<file path="src/rtl/hazard_forward_ctrl_if.sv">
// Pipeline-side bundle for the forwarding/hazard controller: register tags and
// write enables in, forward selects and stall controls out.
interface hazard_forward_ctrl_if #(
  parameter int unsigned REG_AW  = 5,
  parameter int unsigned NUM_SRC = 2,
  parameter int unsigned CNT_W   = 16
);
  logic [NUM_SRC*REG_AW-1:0] src_id;
  logic [NUM_SRC-1:0]        src_id_used;
  logic [NUM_SRC*REG_AW-1:0] src_ex;
  logic [REG_AW-1:0]         rd_ex;
  logic                      mem_read_ex;
  logic [REG_AW-1:0]         rd_mem;
  logic                      wr_en_mem;
  logic                      mem_read_mem;
  logic [REG_AW-1:0]         rd_wb;
  logic                      wr_en_wb;
  logic                      flush;
  logic [NUM_SRC*2-1:0]      fwd_sel;
  logic                      stall;
  logic                      bubble_ex;
  logic [CNT_W-1:0]          stall_cycles;

  modport master (
    output src_id, src_id_used, src_ex, rd_ex, mem_read_ex, rd_mem, wr_en_mem,
           mem_read_mem, rd_wb, wr_en_wb, flush,
    input  fwd_sel, stall, bubble_ex, stall_cycles
  );

  modport slave (
    input  src_id, src_id_used, src_ex, rd_ex, mem_read_ex, rd_mem, wr_en_mem,
           mem_read_mem, rd_wb, wr_en_wb, flush,
    output fwd_sel, stall, bubble_ex, stall_cycles
  );
endinterface

</file>
<file path="src/rtl/hazard_forward_ctrl.sv">
// EX-stage operand forwarding and load-use hazard stall control, with a
// saturating count of stalled cycles.
module hazard_forward_ctrl #(
  parameter int unsigned REG_AW   = 5,
  parameter int unsigned NUM_SRC  = 2,
  parameter int unsigned LOAD_LAT = 1,
  parameter bit          ZERO_REG = 1'b1,
  parameter int unsigned CNT_W    = 16
) (
  input logic                  clk,
  input logic                  reset,
  hazard_forward_ctrl_if.slave bus
);

  typedef enum logic {StIdle, StStall} state_e;

  // Remaining STALL cycles after the first (IDLE) stall cycle.
  localparam logic [2:0] CntInit = (LOAD_LAT > 1) ? 3'(LOAD_LAT - 2) : 3'd0;

  state_e           state_q, state_d;
  logic [2:0]       cnt_q, cnt_d;
  logic [CNT_W-1:0] stall_cycles_q, stall_cycles_d;
  logic [NUM_SRC*2-1:0] fwd_sel;
  logic             hz;
  logic             stall;

  function automatic logic reg_valid(input logic [REG_AW-1:0] r);
    return (r != '0) || !ZERO_REG;
  endfunction

  always_comb begin
    fwd_sel = '0;
    hz      = 1'b0;
    for (int i = 0; i < NUM_SRC; i++) begin
      logic [REG_AW-1:0] r_ex;
      logic [REG_AW-1:0] r_id;
      r_ex = bus.src_ex[i*REG_AW +: REG_AW];
      r_id = bus.src_id[i*REG_AW +: REG_AW];
      if (!reset) begin
        // A load in EX/MEM has no data yet, so only MEM/WB can supply it.
        if (bus.wr_en_mem && !bus.mem_read_mem && bus.rd_mem == r_ex && reg_valid(r_ex)) begin
          fwd_sel[2*i +: 2] = 2'b10;
        end else if (bus.wr_en_wb && bus.rd_wb == r_ex && reg_valid(r_ex)) begin
          fwd_sel[2*i +: 2] = 2'b01;
        end
      end
      if (bus.src_id_used[i] && r_id == bus.rd_ex && reg_valid(r_id)) begin
        hz = 1'b1;
      end
    end
    hz = hz & bus.mem_read_ex;
  end

  always_comb begin
    state_d = state_q;
    cnt_d   = cnt_q;
    stall   = 1'b0;
    unique case (state_q)
      StIdle: begin
        stall = hz && !bus.flush;
        if (stall && LOAD_LAT > 1) begin
          state_d = StStall;
          cnt_d   = CntInit;
        end
      end
      StStall: begin
        stall = 1'b1;
        if (cnt_q == 3'd0) begin
          state_d = StIdle;
        end else begin
          cnt_d = cnt_q - 3'd1;
        end
      end
      default: state_d = StIdle;
    endcase
    if (bus.flush) begin
      stall   = 1'b0;
      state_d = StIdle;
    end
    if (reset) begin
      stall = 1'b0;
    end
    stall_cycles_d = stall_cycles_q;
    if (stall && stall_cycles_q != '1) begin
      stall_cycles_d = stall_cycles_q + 1'b1;
    end
  end

  always_ff @(posedge clk) begin
    if (reset) begin
      state_q        <= StIdle;
      cnt_q          <= 3'd0;
      stall_cycles_q <= '0;
    end else begin
      state_q        <= state_d;
      cnt_q          <= cnt_d;
      stall_cycles_q <= stall_cycles_d;
    end
  end

  assign bus.fwd_sel      = fwd_sel;
  assign bus.stall        = stall;
  assign bus.bubble_ex    = stall;
  assign bus.stall_cycles = stall_cycles_q;

endmodule
</file>
<file path="src/flat_wrapper.sv">
// flat-port wrapper written by rule: the top's interface ports become plain ports
module hazard_forward_ctrl_flat 
#(
  parameter int unsigned REG_AW   = 5,
  parameter int unsigned NUM_SRC  = 2,
  parameter int unsigned LOAD_LAT = 1,
  parameter bit          ZERO_REG = 1'b1,
  parameter int unsigned CNT_W    = 16
)
  (clk, reset, bus_src_id, bus_src_id_used, bus_src_ex, bus_rd_ex, bus_mem_read_ex, bus_rd_mem, bus_wr_en_mem, bus_mem_read_mem, bus_rd_wb, bus_wr_en_wb, bus_flush, bus_fwd_sel, bus_stall, bus_bubble_ex, bus_stall_cycles);
  hazard_forward_ctrl_if #(.REG_AW(REG_AW), .NUM_SRC(NUM_SRC), .CNT_W(CNT_W)) bus_i ();
  input logic clk;
  input logic reset;
  input wire logic [$bits(bus_i.src_id)-1:0] bus_src_id;
  input wire logic [$bits(bus_i.src_id_used)-1:0] bus_src_id_used;
  input wire logic [$bits(bus_i.src_ex)-1:0] bus_src_ex;
  input wire logic [$bits(bus_i.rd_ex)-1:0] bus_rd_ex;
  input wire logic [$bits(bus_i.mem_read_ex)-1:0] bus_mem_read_ex;
  input wire logic [$bits(bus_i.rd_mem)-1:0] bus_rd_mem;
  input wire logic [$bits(bus_i.wr_en_mem)-1:0] bus_wr_en_mem;
  input wire logic [$bits(bus_i.mem_read_mem)-1:0] bus_mem_read_mem;
  input wire logic [$bits(bus_i.rd_wb)-1:0] bus_rd_wb;
  input wire logic [$bits(bus_i.wr_en_wb)-1:0] bus_wr_en_wb;
  input wire logic [$bits(bus_i.flush)-1:0] bus_flush;
  output wire logic [$bits(bus_i.fwd_sel)-1:0] bus_fwd_sel;
  output wire logic [$bits(bus_i.stall)-1:0] bus_stall;
  output wire logic [$bits(bus_i.bubble_ex)-1:0] bus_bubble_ex;
  output wire logic [$bits(bus_i.stall_cycles)-1:0] bus_stall_cycles;
  assign bus_i.src_id = bus_src_id;
  assign bus_i.src_id_used = bus_src_id_used;
  assign bus_i.src_ex = bus_src_ex;
  assign bus_i.rd_ex = bus_rd_ex;
  assign bus_i.mem_read_ex = bus_mem_read_ex;
  assign bus_i.rd_mem = bus_rd_mem;
  assign bus_i.wr_en_mem = bus_wr_en_mem;
  assign bus_i.mem_read_mem = bus_mem_read_mem;
  assign bus_i.rd_wb = bus_rd_wb;
  assign bus_i.wr_en_wb = bus_wr_en_wb;
  assign bus_i.flush = bus_flush;
  assign bus_fwd_sel = bus_i.fwd_sel;
  assign bus_stall = bus_i.stall;
  assign bus_bubble_ex = bus_i.bubble_ex;
  assign bus_stall_cycles = bus_i.stall_cycles;
  hazard_forward_ctrl #(.REG_AW(REG_AW), .NUM_SRC(NUM_SRC), .LOAD_LAT(LOAD_LAT), .ZERO_REG(ZERO_REG), .CNT_W(CNT_W)) u_core (.clk(clk), .reset(reset), .bus(bus_i));
endmodule
</file>
<file path="config.mk">
export PLATFORM = sky130hd
export DESIGN_NAME = hazard_forward_ctrl_flat
export DESIGN_NICKNAME = d
export VERILOG_FILES = /design/src/rtl/hazard_forward_ctrl_if.sv /design/src/rtl/hazard_forward_ctrl.sv /design/src/flat_wrapper.sv
export SDC_FILE = /design/constraint.sdc
export NUM_CORES = 1
export LEC_CHECK = 0
export CAP_MARGIN = 5
export CORE_MARGIN = 10
export CORE_UTILIZATION = 42
export DETAILED_ROUTE_END_ITERATION = 16
export HOLD_SLACK_MARGIN = 0.15
export PLACE_DENSITY = 0.81
export SETUP_SLACK_MARGIN = 0.15
export SLEW_MARGIN = 20
export SYNTH_ARGS = -nofsm -noshare
export SYNTH_HDL_FRONTEND = slang
export SYNTH_SLANG_ARGS = --single-unit
</file>
<file path="constraint.sdc">
create_clock -name clk -period 2.33 [get_ports clk]
set_clock_uncertainty 0.2 [all_clocks]
set_input_delay 0.466 -clock clk [delete_from_list [all_inputs] [get_ports clk]]
set_output_delay 0.466 -clock clk [all_outputs]
set_load 0.01 [all_outputs]
</file>
==> results of run 1 <==
## critical path: cells and delay by family
| kind | cells | cell delay (ns) |
|---|---|---|
| AND/OR/NAND/NOR | 3 | 0.94 |
| buffers and inverters | 2 | 0.27 |
| AO/OA/AOI/OAI | 1 | 0.08 |
## final cells by class
| type | instances | area, sq um |
|---|---|---|
| tap | 46 | 57.6 |
| inverter | 9 | 33.8 |
| antenna | 1 | 2.50 |
| fill | 167 | 455 |
| multi-input combinational | 142 | 1360 |
| timing repair buffer | 119 | 1030 |
| clock buffer | 3 | 22.5 |
| sequential | 20 | 403 |
## metal layers
metal / track usage, % / up-vias / wire length, um
met1: 17.5 / 934 / 2380
li1: - / 888 / -
met5: 0 / - / 0
met4: 5.56 / 0 / 214
met3: 5.52 / 25 / 619
met2: 30.5 / 101 / 3520
## state kept, by name, summed over array words and instances (netlist names)
register	count
u_core.bus.stall_cycles	16
u_core.state_q	1
u_core.cnt_q	3
## logic make-up (layout without fill, tap and decap cells)
kind of cell / count (synthesis) / count (layout) / share of synthesized area, %
adders and majority gates: 3 / 3 / 2.56
other: 0 / 1 / 0
and+or+nand+nor: 71 / 71 / 28.5
AOI/OAI and AO/OA: 37 / 37 / 17.9
muxes: 2 / 2 / 1.37
buffers and inverters: 14 / 131 / 4.87
xor gates and xnor gates: 29 / 29 / 17.4
DFF: 20 / 20 / 27.4
## power breakdown
part           switching (mW)  internal, mW
clock network           0.108        0.0603
registers           0.0000825         0.342
logic                   0.113         0.148
total                   0.222         0.550
## layout by cell type (no fill, tap or decap), types with 5 or more instances in the layout
| master | Yosys | routed |
|---|---|---|
| xnor2_2 | 0 | 7 |
| xor2_1 | 9 | 6 |
| inv_1 | 9 | 8 |
| dfxtp_1 | 20 | 18 |
| buf_4 | 1 | 43 |
| nor2_1 | 16 | 13 |
| dlygate4sd2_1 | 0 | 8 |
| a21oi_2 | 0 | 6 |
| a21oi_1 | 11 | 5 |
| clkdlybuf4s50_1 | 0 | 18 |
| xnor2_1 | 20 | 12 |
| buf_6 | 2 | 22 |
| or4_4 | 0 | 6 |
| nand2_1 | 11 | 10 |
| nand3_1 | 6 | 5 |
| buf_2 | 0 | 19 |
| nand4_1 | 9 | 9 |
## worst paths after layout
| check | to | slack (ns) | depth (start not counted) |
|---|---|---|---|
| worst min register to register | u_core.bus.stall_cycles[5]$_SDFFE_PP0P_ | 0.31 | 2 |
| worst max-delay path | bus_fwd_sel[2] | -0.09 | 6 |
| worst min-delay path | u_core.state_q$_SDFF_PP0_ | 0.22 | 3 |
| worst max register to register | u_core.bus.stall_cycles[9]$_SDFFE_PP0P_ | 0.16 | 8 |
## timing repair
item,in CTS,in global routing
pin swaps,35,42
endpoints found under the setup margin,22,17
gates resized for setup,186,61
buffers inserted,8,4
cloned,0,0
==> impl_metrics.yaml, run 1 <==
floorplanning:
  dieArea_sq_um: 6250
  initial_utilization_pct: 43.5
  core_area_sq_um: 3360
  io_pins: 66
  fp.dieH_um: 79.0
  rows: 21
  die_w_um: 79.0
logic_synthesis:
  yosysUniqueCellTypes: 46
  synth_largest_area_cell: "dfxtp_1"
  syn_nets: 223
  netlist_top_cells_count: "dfxtp_1 (20), xnor2_1 (20), nor2_1 (16)"
  synth_area_leaders: "dfxtp_1 (27%), xnor2_1 (12%), xor2_1 (5.4%)"
  avgSynthCellArea_sq_um: 8.32
  async_flop_share_pct: 0
  synth_top_flop_cell: "dfxtp_1"
  synth_seq_cells: 20
  yosysWarnings: 0
  ys_seq_area_share_pct: 27.4
  synth_top_area_share_pct: 27.4
  synth_edf_count: 0
  synthCells: 176
  synth_area_sq_um: 1460
cts:
  clk_latency_ns: 0.31
  root_buffer: "clkbuf_4"
  cts_hold_buf: 0
  cts_buffers: 3
  path_clk_slew_ns: 0.11
  cts_tree: "done"
  clk_path_buf_depth: 2
  htree_levels: 1
  clock-sinks: 20
routing:
  drt-vias-per-instance: 5.73
  drcViolationCount: 0
  first_pass_iters: 4
  drt_iter0_markers: 118
  vias: 1948
  wl_per_cell_um: 19.8
  drt_wl_total_um: 6730
  drtAntennaViolNets: 0
timing:
  rsz0062_at_grt: "true"
  setup_slack_ns: -0.0873
  worst_pin_slew_ns: 0.572
  timing.fmax_ghz: 0.414
  maxSlewHeadroom_pct: 61.5
  hold_slack_ns: 0.223
  setup_violations: 4
  post-route-min-period_ns: 2.42
  hold_viol_final: 0
  final.period_utilization_pct: 104
  fin_setup_tns_ns: -0.159
  slew_viol_final: 0
critical_path:
  crit_required_ns: 1.66
  crit_slowest_cell: "or4_4"
  r2r_start: "u_core.bus.stall_cycles[8]$_SDFFE_PP0P_"
  critPathMaxStageDelay_ns: 0.54
  critPathMaxFanout: 2
  cp-startpoint: "bus_src_ex[8]"
  startpoint_type: "primary input"
  path_cells: "buf_6 > or4_4 > nor2_4 > a2111oi_4 > nor4_2 > buf_2"
  worstPathArrival_ns: 1.75
  crit_type: "primary input to primary output"
  end_kind: "primary output"
hold_path:
  hold_path.class: "primary input to flip-flop"
  hold_path.startpoint: "bus_flush"
placed_design:
  placed_area_sq_um: 2500
  port-buffer-count: 65
  place.gp.congestion: 0.854
  dp_slack_ns: -0.814
  hpwl_um: 3980
  placed_cells: 324
global_routing:
  grt_max_degree: 16
  grtUsageTotal_pct: 16.7
  first_global_vias: 1912
  antenna_found_initial: 0
  grt_pass1_wl_um: 8650
  overflow: 0
final_layout:
  final_util_pct: 86.5
  layout.cells.non_filler: 340
  areaGrowthSynthToFinish_pct: 98.6
  fin_area_sq_um: 2910
  nets: 342
  drive_gt1_share_pct: 52.9
run:
  cap_violations: 0
power:
  powerDensity_nw_per_um2: 265
  p_leak_nw: 1.15
  total_power_uw: 772
  ir_drop_v: 0.000173
outcome:
  violations: "setup timing"
  status: "complete, but fails checks"
No activity file was read; power rests on OpenSTA's default activity.
==> run 2: changes to the inputs <==
Settings changed: CAP_MARGIN 5 to 0.
==> results of run 2 <==
Same layout as run 1: the final DEF is identical, and so are final timing and power.
